## src/rtl/core_hlink_rx.sv

```systemverilog
// core_hlink_rx: receive stage behind the core-to-core link buffer.
// Every beat on hlink_rdata/hlink_rvalid is captured into a small FIFO
// (the link has no backpressure) and handed to the local activation
// consumer over a valid/ready handshake. Each beat can also be relaunched
// toward the next core's link write port so activations daisy-chain.
//
// Handshake: a beat moves from the FIFO to the consumer in a cycle where
// act_rvalid and act_rready are both high; act_rvalid never depends on
// act_rready, and act_rdata is stable while act_rvalid is high and no pop
// occurs. act_rready while empty is ignored.

`ifndef MAC_MULT_NUM
`define MAC_MULT_NUM 4
`endif
`ifndef IDATA_WIDTH
`define IDATA_WIDTH 8
`endif

module core_hlink_rx #(
    parameter int CACHE_DATA_WIDTH = (`MAC_MULT_NUM * `IDATA_WIDTH),
    parameter int FIFO_DEPTH       = 4,
    parameter int CNT_WIDTH        = $clog2(FIFO_DEPTH) + 1
) (
    input  logic                        clk,
    input  logic                        rstn,
    input  logic [CACHE_DATA_WIDTH-1:0] hlink_rdata,
    input  logic                        hlink_rvalid,
    input  logic                        fwd_en,
    output logic [CACHE_DATA_WIDTH-1:0] fwd_wdata,
    output logic                        fwd_wen,
    output logic [CACHE_DATA_WIDTH-1:0] act_rdata,
    output logic                        act_rvalid,
    input  logic                        act_rready,
    output logic [CNT_WIDTH-1:0]        fifo_count,
    output logic                        overflow,
    input  logic                        clr_overflow
);

    localparam int PTR_W = (FIFO_DEPTH > 1) ? $clog2(FIFO_DEPTH) : 1;
    localparam logic [PTR_W-1:0]     L_PTR_ONE = PTR_W'(1);
    localparam logic [CNT_WIDTH-1:0] L_CNT_ONE = CNT_WIDTH'(1);
    localparam logic [CNT_WIDTH-1:0] L_FULL    = CNT_WIDTH'(FIFO_DEPTH);

    // storage and bookkeeping
    logic [CACHE_DATA_WIDTH-1:0] r_mem [FIFO_DEPTH];
    logic [PTR_W-1:0]            r_wr_ptr;
    logic [PTR_W-1:0]            r_rd_ptr;
    logic [CNT_WIDTH-1:0]        r_count;
    logic                        r_overflow;
    logic                        r_fwd_wen;
    logic [CACHE_DATA_WIDTH-1:0] r_fwd_wdata;

    // per-cycle decisions
    logic w_full;
    logic w_empty;
    logic w_pop;
    logic w_push;
    logic w_drop;
    logic w_fwd;

    // Push/pop/drop decode. A full FIFO still accepts a beat when the head
    // leaves in the same cycle, so only full-without-pop drops a beat.
    always_comb begin
        w_full  = (r_count == L_FULL);
        w_empty = (r_count == '0);
        w_pop   = !w_empty && act_rready;
        w_push  = hlink_rvalid && (!w_full || w_pop);
        w_drop  = hlink_rvalid && w_full && !w_pop;
        w_fwd   = hlink_rvalid && fwd_en;
    end

    // Storage write; entries clear on reset so act_rdata reads 0 then.
    always_ff @(posedge clk or negedge rstn) begin
        if (!rstn) begin
            for (int i = 0; i < FIFO_DEPTH; i++) begin
                r_mem[i] <= '0;
            end
        end else if (w_push) begin
            r_mem[r_wr_ptr] <= hlink_rdata;
        end
    end

    // Write pointer, natural power-of-two wrap.
    always_ff @(posedge clk or negedge rstn) begin
        if (!rstn) begin
            r_wr_ptr <= '0;
        end else if (w_push) begin
            r_wr_ptr <= r_wr_ptr + L_PTR_ONE;
        end
    end

    // Read pointer, natural power-of-two wrap.
    always_ff @(posedge clk or negedge rstn) begin
        if (!rstn) begin
            r_rd_ptr <= '0;
        end else if (w_pop) begin
            r_rd_ptr <= r_rd_ptr + L_PTR_ONE;
        end
    end

    // Occupancy: unchanged when push and pop coincide.
    always_ff @(posedge clk or negedge rstn) begin
        if (!rstn) begin
            r_count <= '0;
        end else if (w_push && !w_pop) begin
            r_count <= r_count + L_CNT_ONE;
        end else if (w_pop && !w_push) begin
            r_count <= r_count - L_CNT_ONE;
        end
    end

    // Sticky drop flag; a drop in the clearing cycle keeps it set.
    always_ff @(posedge clk or negedge rstn) begin
        if (!rstn) begin
            r_overflow <= 1'b0;
        end else if (w_drop) begin
            r_overflow <= 1'b1;
        end else if (clr_overflow) begin
            r_overflow <= 1'b0;
        end
    end

    // Forward path to the next core, registered and blind to FIFO state.
    always_ff @(posedge clk or negedge rstn) begin
        if (!rstn) begin
            r_fwd_wen   <= 1'b0;
            r_fwd_wdata <= '0;
        end else begin
            r_fwd_wen <= w_fwd;
            if (w_fwd) begin
                r_fwd_wdata <= hlink_rdata;
            end
        end
    end

    // Output mapping; the head is read straight out of storage.
    always_comb begin
        act_rdata  = r_mem[r_rd_ptr];
        act_rvalid = !w_empty;
        fifo_count = r_count;
        overflow   = r_overflow;
        fwd_wen    = r_fwd_wen;
        fwd_wdata  = r_fwd_wdata;
    end

endmodule
```

## config.mk

```make
export PLATFORM = sky130hd
export DESIGN_NAME = core_hlink_rx
export DESIGN_NICKNAME = d
export VERILOG_FILES = /design/src/rtl/core_hlink_rx.sv
export SDC_FILE = /design/constraint.sdc
export NUM_CORES = 1
export LEC_CHECK = 0
export CORE_MARGIN = 2
export CORE_UTILIZATION = 55
export CTS_BUF_LIST = sky130_fd_sc_hd__clkbuf_8
export DETAILED_ROUTE_END_ITERATION = 8
export GPL_TIMING_DRIVEN = 0
export PLACE_DENSITY = 0.87
export SLEW_MARGIN = 20
export SYNTH_ARGS = -nofsm -noshare
export SYNTH_HDL_FRONTEND = slang
export SYNTH_SLANG_ARGS = --single-unit
```

## constraint.sdc

```tcl
create_clock -name clk -period 5.2 [get_ports clk]
set_input_delay 0.52 -clock clk [delete_from_list [all_inputs] [get_ports clk]]
set_output_delay 0.52 -clock clk [all_outputs]
set_load 0.1 [all_outputs]
```

==> results.rst <==
.. list-table::
   :header-rows: 1

   * - Metric
     - Value
   * - Run status
     - finished clean
   * - Top cell family by delay on the critical path
     - buffers and inverters
   * - Synthesis-to-finish area growth
     - 24.5%
   * - Count of buffers inserted at the top-level ports
     - 106
   * - 1st-pass router iterations
     - 4
   * - Final setup violation count
     - 0
   * - Count of unique library cells instantiated by Yosys
     - 19
   * - Synthesized netlist net count
     - 465
   * - Final GP Congestion
     - 0.709
   * - Area of the die
     - 14,000 um2
   * - Maximum clock frequency
     - 273 MHz
   * - Number of flops mapped to enable cells by yosys
     - 0
   * - Later-pin clock latency in the skew report
     - 0.44 ns
   * - Initial standard-cell utilization of the core
     - 0.567
   * - Horizontal die dimension
     - 119 um
   * - Setup repair bufs after CTS
     - 0
   * - Count of state elements after synthesis
     - 169
   * - Most used cell along the critical path
     - sky130_fd_sc_hd__clkbuf_1
   * - Number of vias per cell after detailed routing
     - 5.54
   * - Number of sinks driven by the clock tree
     - 169
   * - Most frequent cell after synthesis
     - sky130_fd_sc_hd__dfrtp_1
   * - CTS resizes
     - 0
   * - Max transition margin
     - 0.320
   * - Largest cells by area after synthesis
     - sky130_fd_sc_hd__dfrtp_1 (59%), sky130_fd_sc_hd__mux2_2 (25%), sky130_fd_sc_hd__mux4_2 (10%)
   * - Worst-Margin Slew
     - 1.02 ns
   * - Height of the die
     - 119 um
   * - Buffers plus inverters on the worst setup path
     - 3
   * - Global-route wire length before repair
     - 24,000 um
   * - Nets
     - 591
   * - HPWL after detailed placement
     - 9740 um
   * - CP Class
     - reg -> out
   * - CTS Root Buffer Type
     - sky130_fd_sc_hd__clkbuf_8
   * - CTS Hold Buffers Added
     - 0
   * - Area share of the largest cell type after synthesis
     - 0.586
   * - Total wirelength of the detailed-routed design
     - 14,300 um
   * - Post-synthesis cell count
     - 421
   * - Placement-stage worst setup slack
     - 1.99 ns
   * - Buffer levels on the longest clock path
     - 2
   * - Antenna violations before repair
     - 0
   * - Top Ports
     - 108
   * - Mean instance size in the synthesized netlist
     - 17.1 um2
   * - Cell-by-cell listing of the critical path
     - clkbuf_1 -> clkbuf_1 -> mux4_2 -> clkdlybuf4s50_1
   * - Number of buffers created by CTS
     - 17
   * - RSZ-0062 raised after global routing
     - no
   * - Post-Syn Area
     - 7210 um2
   * - Global route overflow
     - 0
   * - Num rows
     - 41
   * - Async set or reset register ratio after synthesis
     - 1.00
   * - Arrival time at the worst endpoint
     - 3.14 ns
   * - Max-cap violations
     - 0
   * - Ys flop type
     - sky130_fd_sc_hd__dfrtp_1
   * - Slack of the critical path
     - 1.54 ns
   * - Largest fanout of any net on the critical path
     - 10
   * - DR WL/cell
     - 19.6 um
   * - Worst Hold Class
     - in -> async
   * - Placeable core region
     - 12,700 um2
   * - Clock slew at reported path FFs
     - 0.08 ns
   * - Combined global-route utilization of all metal layers
     - 0.222
   * - Final Cycle Share
     - 0.705
   * - CP max stage cell
     - sky130_fd_sc_hd__clkdlybuf4s50_1
   * - Number of inserted diodes
     - 0
   * - Number of global-route vias before repair
     - 4,503
   * - Synthesis Warnings
     - 0
   * - Final hold violation count
     - 0
   * - Smallest hold slack
     - 0.0108 ns
   * - Number of DRC violations after detailed routing
     - 0
   * - Cell total after placement
     - 700
   * - Proportion of synthesized chip area in sequential cells
     - 0.586
   * - Nature of the critical path startpoint
     - flip-flop
   * - Number of levels the H-tree was split into
     - 4
   * - Post-layout instance count excluding filler cells
     - 732
   * - Crit end category
     - primary output
   * - Pin count of the biggest net entering global routing
     - 101
   * - Post-Route Skew
     - 0.00511 ns
   * - Peak per-stage delay on the critical path
     - 1.15 ns
   * - Post-synth top cells
     - sky130_fd_sc_hd__dfrtp_1 (169), sky130_fd_sc_hd__mux2_2 (162), sky130_fd_sc_hd__mux4_2 (32)
   * - Worst endpoint required time
     - 4.68 ns
   * - Fraction of layout cells with a size suffix above 1
     - 0.446
   * - Total via count in the routed design
     - 4,054
   * - Final critical path time including I/O delays and setup
     - 3.66 ns
   * - Biggest area consumer among synthesized cells
     - sky130_fd_sc_hd__dfrtp_1
   * - Post-detailed-route count of antenna-violating nets
     - 0
   * - Violation count after the first detailed-routing iteration
     - 234
   * - Fraction of the core area covered by cells at the end of the flow
     - 0.706
   * - Clock tree from TritonCTS
     - yes
   * - Max-slew violations
     - 0
==> layer usage <==
layer / vias up / routed length (um) / GRT usage
met5: - / 0 / 0
met4: 0 / 175 / 0.0699
met3: 14 / 534 / 0.0478
met2: 91 / 7480 / 0.371
met1: 2167 / 6150 / 0.293
li1: 1782 / - / -
==> cell usage in the layout, fill, tap and decap left out, drive strengths merged <==
master / count
nor4b: 1
bufinv: 5
nor2: 5
nand3: 1
or3: 1
o21ai: 1
dfrtp: 169
mux2: 162
clkbuf: 24
clkinv: 6
nand2: 7
clkdlybuf4s50: 105
xnor2: 4
inv: 5
ha: 5
mux4: 32
fa: 1
buf: 21
xor2: 2
clkinvlp: 2
and2b: 1
==> registers in the layout (all words and copies together) (netlist names) <==
name,count
r_mem,128
fwd_wdata,32
fifo_count,3
r_rd_ptr,2
r_wr_ptr,2
fwd_wen,1
overflow,1
==> final timing paths <==
path	slack, ns	depth (start not counted)	startpoint	end
worst max-delay path	1.54	4	r_rd_ptr[1]$_DFFE_PN0P_	act_rdata[17]
worst max register to register	2.90	6	fifo_count[1]$_DFFE_PN0P_	fifo_count[1]$_DFFE_PN0P_
max in group asynchronous	4.33	2	rstn	r_mem[91]$_DFFE_PN0P_
worst min register to register	0.51	1	r_mem[45]$_DFFE_PN0P_	r_mem[45]$_DFFE_PN0P_
worst min-delay path	0.01	1	rstn	fifo_count[0]$_DFFE_PN0P_
min in group clk	0.37	3	hlink_rvalid	overflow$_DFFE_PN0P_
==> worst reg2reg max path, cell delays in order (launching register included) <==
cell	delay [ns]
sky130_fd_sc_hd__dfrtp_1	0.46
sky130_fd_sc_hd__nor4b_4	0.44
sky130_fd_sc_hd__and2b_2	0.30
sky130_fd_sc_hd__ha_1	0.21
sky130_fd_sc_hd__inv_1	0.09
sky130_fd_sc_hd__fa_1	0.41
sky130_fd_sc_hd__mux2_2	0.28
==> metrics by stage <==
step	TNS [ns]	cell area, um2
floorplan	0	7210
global placement	-467.66	8490
detailed placement	0	8520
CTS	0	8980
global route	0	8980
finish	0	8980
==> cell families after synthesis <==
group           after synthesis  share of synthesized area
mux                         194                      0.353
flops                       169                      0.586
buf+inv                      29                     0.0293
simple gates                 16                     0.0123
xor+xnor                      6                    0.00728
fa+ha+maj                     6                     0.0114
compound gates                1                   0.000693
==> cell type report <==
type	count	area, um2
repair buffers	107	1090
inverters	5	18.8
plain buffers	24	193
fillers	875	3740
multi-input cells	223	2770
clock buffers	19	262
well taps	172	215
flip-flops and latches	169	4230
clock inverters	13	199
Power is left out: the tool's default activity adds up to more than one toggle a clock period on the data nets, which glitch-free logic cannot reach.
